===== src/rtl/mask_gen_vga_ctrl.sv =====
// Sequencer for the mask_generation_VGA datapath: accepts a configuration,
// resets and serially loads the generator, then steps it one row per line request.
//
// state     | meaning
// ----------+-----------------------------------------------------------
// IDLE      | waiting for a configuration, generator clock gated
// CLEAR     | one-cycle synchronous soft reset of the generator
// LOAD      | serial pattern shift (PAT_LEN bits, or 1 cycle for type 11)
// WAIT_LINE | generator parked, waiting for line_req
// STEP      | generator clocked until it reports a valid row (or times out)
module mask_gen_vga_ctrl #(
    parameter int PAT_LEN = 32,
    parameter int ROWS    = 480,
    parameter int TIMEOUT = 64
) (
    input  logic               clk,
    input  logic               rst_n,
    input  logic               cfg_valid,
    output logic               cfg_ready,
    input  logic [1:0]         cfg_mask_type,
    input  logic [4:0]         cfg_pattern_w,
    input  logic [7:0]         cfg_rep_pattern,
    input  logic [PAT_LEN-1:0] cfg_pattern,
    input  logic               stop,
    input  logic               line_req,
    output logic               mg_clk_en,
    output logic               mg_rst_n,
    output logic               mg_load_pattern,
    output logic               mg_pattern,
    output logic [4:0]         mg_pattern_w,
    output logic [7:0]         mg_repeated_pattern,
    output logic [1:0]         mg_mask_type,
    input  logic               mg_rp_valid,
    output logic               row_strobe,
    output logic [8:0]         row_idx,
    output logic               frame_done,
    output logic               busy,
    output logic               err_overrun,
    output logic               err_timeout
);

    localparam int LW = $clog2(PAT_LEN + 1);
    localparam int TW = $clog2(TIMEOUT + 1);

    typedef enum logic [2:0] {
        IDLE      = 3'd0,
        CLEAR     = 3'd1,
        LOAD      = 3'd2,
        WAIT_LINE = 3'd3,
        STEP      = 3'd4
    } state_t;

    state_t             state_q, state_d;
    logic [PAT_LEN-1:0] pat_q, pat_d;
    logic [LW-1:0]      load_cnt_q, load_cnt_d;
    logic [TW-1:0]      tmo_cnt_q, tmo_cnt_d;
    logic [8:0]         row_idx_q, row_idx_d;
    logic [1:0]         type_q, type_d;
    logic [4:0]         width_q, width_d;
    logic [7:0]         rep_q, rep_d;
    logic               ovr_q, ovr_d;
    logic               tmo_err_q, tmo_err_d;

    always_ff @(posedge clk or negedge rst_n) begin
        if (!rst_n) begin
            state_q    <= IDLE;
            pat_q      <= '0;
            load_cnt_q <= '0;
            tmo_cnt_q  <= '0;
            row_idx_q  <= '0;
            type_q     <= '0;
            width_q    <= '0;
            rep_q      <= '0;
            ovr_q      <= 1'b0;
            tmo_err_q  <= 1'b0;
        end else begin
            state_q    <= state_d;
            pat_q      <= pat_d;
            load_cnt_q <= load_cnt_d;
            tmo_cnt_q  <= tmo_cnt_d;
            row_idx_q  <= row_idx_d;
            type_q     <= type_d;
            width_q    <= width_d;
            rep_q      <= rep_d;
            ovr_q      <= ovr_d;
            tmo_err_q  <= tmo_err_d;
        end
    end

    always_comb begin
        state_d         = state_q;
        pat_d           = pat_q;
        load_cnt_d      = load_cnt_q;
        tmo_cnt_d       = tmo_cnt_q;
        row_idx_d       = row_idx_q;
        type_d          = type_q;
        width_d         = width_q;
        rep_d           = rep_q;
        tmo_err_d       = tmo_err_q;
        ovr_d           = ovr_q | (line_req && (state_q != WAIT_LINE));
        cfg_ready       = 1'b0;
        mg_clk_en       = 1'b0;
        mg_rst_n        = 1'b1;
        mg_load_pattern = 1'b0;
        mg_pattern      = 1'b0;
        row_strobe      = 1'b0;
        frame_done      = 1'b0;

        case (state_q)
            IDLE: begin
                cfg_ready = 1'b1;
                if (cfg_valid) begin
                    type_d     = cfg_mask_type;
                    width_d    = cfg_pattern_w;
                    rep_d      = cfg_rep_pattern;
                    pat_d      = cfg_pattern;
                    load_cnt_d = LW'(PAT_LEN - 1);
                    row_idx_d  = '0;
                    ovr_d      = 1'b0;
                    tmo_err_d  = 1'b0;
                    state_d    = CLEAR;
                end
            end
            CLEAR: begin
                mg_rst_n  = 1'b0;
                mg_clk_en = 1'b1;
                state_d   = LOAD;
            end
            LOAD: begin
                mg_clk_en       = 1'b1;
                mg_load_pattern = 1'b1;
                mg_pattern      = (type_q == 2'b11) ? 1'b0 : pat_q[PAT_LEN-1];
                pat_d           = {pat_q[PAT_LEN-2:0], 1'b0};
                if ((type_q == 2'b11) || (load_cnt_q == '0)) begin
                    state_d = WAIT_LINE;
                end else begin
                    load_cnt_d = load_cnt_q - LW'(1);
                end
            end
            WAIT_LINE: begin
                if (line_req) begin
                    tmo_cnt_d = TW'(TIMEOUT - 1);
                    state_d   = STEP;
                end
            end
            STEP: begin
                if (mg_rp_valid) begin
                    row_strobe = 1'b1;
                    state_d    = WAIT_LINE;
                    if (row_idx_q == 9'(ROWS - 1)) begin
                        frame_done = 1'b1;
                        row_idx_d  = '0;
                    end else begin
                        row_idx_d  = row_idx_q + 9'd1;
                    end
                end else begin
                    mg_clk_en = 1'b1;
                    // Terminal count lands on the TIMEOUT-th enabled cycle.
                    if (tmo_cnt_q == '0) begin
                        tmo_err_d = 1'b1;
                        state_d   = IDLE;
                    end else begin
                        tmo_cnt_d = tmo_cnt_q - TW'(1);
                    end
                end
            end
            default: state_d = IDLE;
        endcase

        // Abort overrides whatever the active state decided this cycle.
        if (stop && (state_q != IDLE)) begin
            state_d         = IDLE;
            row_idx_d       = row_idx_q;
            tmo_err_d       = tmo_err_q;
            mg_clk_en       = 1'b0;
            mg_load_pattern = 1'b0;
            mg_pattern      = 1'b0;
            row_strobe      = 1'b0;
            frame_done      = 1'b0;
        end
    end

    assign mg_pattern_w        = width_q;
    assign mg_repeated_pattern = rep_q;
    assign mg_mask_type        = type_q;
    assign row_idx             = row_idx_q;
    assign busy                = (state_q != IDLE);
    assign err_overrun         = ovr_q;
    assign err_timeout         = tmo_err_q;

endmodule


===== config.mk =====
export PLATFORM = sky130hd
export DESIGN_NAME = mask_gen_vga_ctrl
export DESIGN_NICKNAME = d
export VERILOG_FILES = /design/src/rtl/mask_gen_vga_ctrl.sv
export SDC_FILE = /design/constraint.sdc
export NUM_CORES = 1
export LEC_CHECK = 0
export CORE_ASPECT_RATIO = 0.8
export CORE_MARGIN = 5
export CORE_UTILIZATION = 50
export DETAILED_ROUTE_END_ITERATION = 16
export PLACE_DENSITY = 0.79
export SLEW_MARGIN = 0
export SYNTH_ARGS = -nofsm -noshare
export SYNTH_HDL_FRONTEND = slang
export SYNTH_SLANG_ARGS = --single-unit

===== constraint.sdc =====
create_clock -name clk -period 3.5 [get_ports clk]
set_input_delay 1.05 -clock clk [delete_from_list [all_inputs] [get_ports clk]]
set_output_delay 1.05 -clock clk [all_outputs]
set_load 0.1 [all_outputs]

==> out/results.ini <==
[routing]
drt_iter0_markers = 157
routedWlPerCell_um = 14.65
via_per_inst = 5.380
drc = 0
drt_wl_total_um = 8202
final_antenna_net_count = 0
drtPass1Iterations = 4
num_vias = 3013

[global_route]
grt_pass1_wl_um = 14060
met2_usage_pct = 30.79
antenna_found_initial = 0
gr-usage-all-layers_pct = 18.93
gr-usage-met1_pct = 24.99
grt_max_degree = 75
grt-ovfl-total = 0
grt_pass1_vias = 2983
grtUsageMet3_pct = 5.733
top_usage_layer = met2

[clock_tree]
cts_sinks = 74
cts_tree = built
cts.clk_slew.worst_paths_ns = 0.07
cts_setup_buffers = 0
cts_resized = 0
h-tree-depth = 3
numCtsBuffers = 9
hold_buffers = 0
root_buffer = clkbuf_8
insertion_delay_ns = 0.34
clock_path_buffers = 2

[synth]
synth_area_leader_cell = dfrtp_1
synth.area.top_cells = dfrtp_1 51%, nand2_1 9.2%, mux2i_1 8.8%
ys_ff_latch = 74
ys_seq_area_share_pct = 50.89
synth.most_common_cell = nand2_1
syn_inst = 383
ys.flop_type = dfrtp_1
netlist_area_mm2 = 0.003638
yosys-top-cells-count = 89 x nand2_1, 74 x dfrtp_1, 39 x o21ai_1
synthDistinctLibCells = 47
synth_edf_count = 0
yosysWarnings = 0
syn-mean-instance-area_um2 = 9.500
async_reset_ff_share_pct = 100.0
synth_nets = 441
synth_top_area_share_pct = 50.89

[critical_path]
r2r_cells = 5
cp-start-kind = input pin
cp_max_fo = 6
r2r_slack_ns = 1.39
crit_type = in -> out
cp_data_arrival_time_ns = 2.37
cp_data_required_time_ns = 2.45
r2r_start = state_q[2]
cp-end-kind = primary output
r2r-end = pat_q[25]

[timing]
grt_setup_unrepaired = no
fmax_ghz = 0.2924
final_hold_viol_count = 0
setup_violations = 0
finalCritPeriodShare_pct = 97.70
fin_tns_setup_ns = 0
worst_hold_slack_ns = 0.4787
min_period_ns = 3.420
tightest_slew_ns = 0.9110
slew_viol_final = 0
finClkSkew_ns = 0.01018
slew_headroom_pct = 39.27

[min_path]
holdPathStages = 2
hp-class = reg -> reg
hold_end = mg_pattern_w[1]
hp-start = mg_pattern_w[1]

[final_layout]
fill_cells = 549
num_antenna_cells = 0
drive_gt1_share_pct = 15.86
syn2layout_area_growth_pct = 32.57
nNetsFinal = 526

[run]
cap_viol_max_count = 0

[die]
coreArea_mm2 = 0.006993
die_w_um = 105.4
die_area_mm2 = 0.009094
num_rows = 27
die_h_um = 86.30
initial_core_util_pct = 52.03
pin_count = 87

[power]
ir_worst_vdd_uv = 898.6
power.density_mw_per_mm2 = 918.6
p_leak_nw = 2.225

[outcome]
status = finished clean

[place]
numPortBuffers = 86
hpwl_um = 5799
gp_congestion = 0.7987

==> how the worst max path moves through the flow <==
stage                      from    endpoint  cells after the start  slack [ns]
finish                     stop  mg_pattern                      5        0.08
global route               stop  mg_pattern                      5        0.03
CTS                        stop  mg_pattern                      5        0.07
detailed placement         stop  mg_pattern                      5        0.08
global placement           stop  mg_pattern                      5        0.09
floorplan           mg_rp_valid   mg_clk_en                      3       -0.31
==> worst max-delay path: stages <==
cell             delay, ns
clkdlybuf4s50_1       0.50
nand2b_4              0.21
nor3_4                0.22
and3_4                0.22
buf_12                0.17
==> cell usage in the layout, fill, tap and decap left out, types with 3 or more instances in the layout <==
master	synthesis	final
nand2_1	89	89
dfrtp_1	74	72
clkdlybuf4s50_1	0	51
buf_4	0	40
o21ai_1	39	39
mux2i_1	32	32
o21ai_0	12	12
nor2_1	12	11
a21oi_1	11	11
clkbuf_8	0	10
inv_1	9	9
nand2b_1	6	5
nor3_1	7	5
or3_1	5	5
ha_1	5	5
buf_12	0	5
nand4_1	4	4
xor2_1	4	4
nor2b_1	3	3
or3b_1	3	3
o22a_1	3	3
nand3_1	3	3
and2_1	3	3
o211ai_1	3	3
==> through the flow <==
step / cell area, µm² / std cells / utilization [%] / setup WS, ns / power (mW)
global route: 4823 / 560 / 68.97 / 0.02568 / 4.713
detailed placement: 4604 / 544 / 65.84 / 0.08287 / 3.732
floorplan: 3679 / 383 / - / -0.3099 / 3.173
global placement: 4604 / 544 / 65.84 / 0.08523 / 3.668
CTS: 4823 / 560 / 68.97 / 0.07235 / 4.471
finish: 4823 / 560 / 68.97 / 0.08041 / 4.431
==> cell type report <==
cell class,instances,area (µm²),share of cell area (%)
multi-input cells,277,1693,35.10
well taps,87,108.9,2.257
clock inverters,5,77.57,1.608
clock buffers,11,141.4,2.931
flip-flops and latches,74,1854,38.44
inverters,10,37.54,0.7782
repair buffers,96,910.9,18.88
==> flip-flops by register name, summed over array words and instances (netlist names) <==
register             cells
mg_repeated_pattern      8
state_q                  3
err_overrun              1
mg_mask_type             2
tmo_cnt_q                7
err_timeout              1
load_cnt_q               6
row_idx                  9
pat_q                   32
mg_pattern_w             5
==> logic make-up (layout without fill, tap and decap cells) <==
logic type | count (synthesis) | in the layout | share of synthesized area, %
buffers and inverters | 32 | 122 | 3.576
AND/OR/NAND/NOR | 150 | 150 | 19.81
adder cells (fa/ha/maj) | 5 | 5 | 1.719
flip-flops | 74 | 74 | 50.89
multiplexers | 32 | 32 | 8.803
XOR/XNOR | 5 | 5 | 1.204
AO/OA/AOI/OAI | 85 | 85 | 14.00
==> metal layers <==
layer  share of wire [%]  wire length, µm
met1                  45             3721
met2                  47             3848
met3                 6.8              558
met4                0.89               73
met5                   0                0
==> power by group <==
| part | switching [mW] | internal, mW |
|---|---|---|
| registers | 0.203 | 1.19 |
| logic | 1.63 | 0.674 |
| clock network | 0.312 | 0.419 |
(Power assumes the default switching activity.)
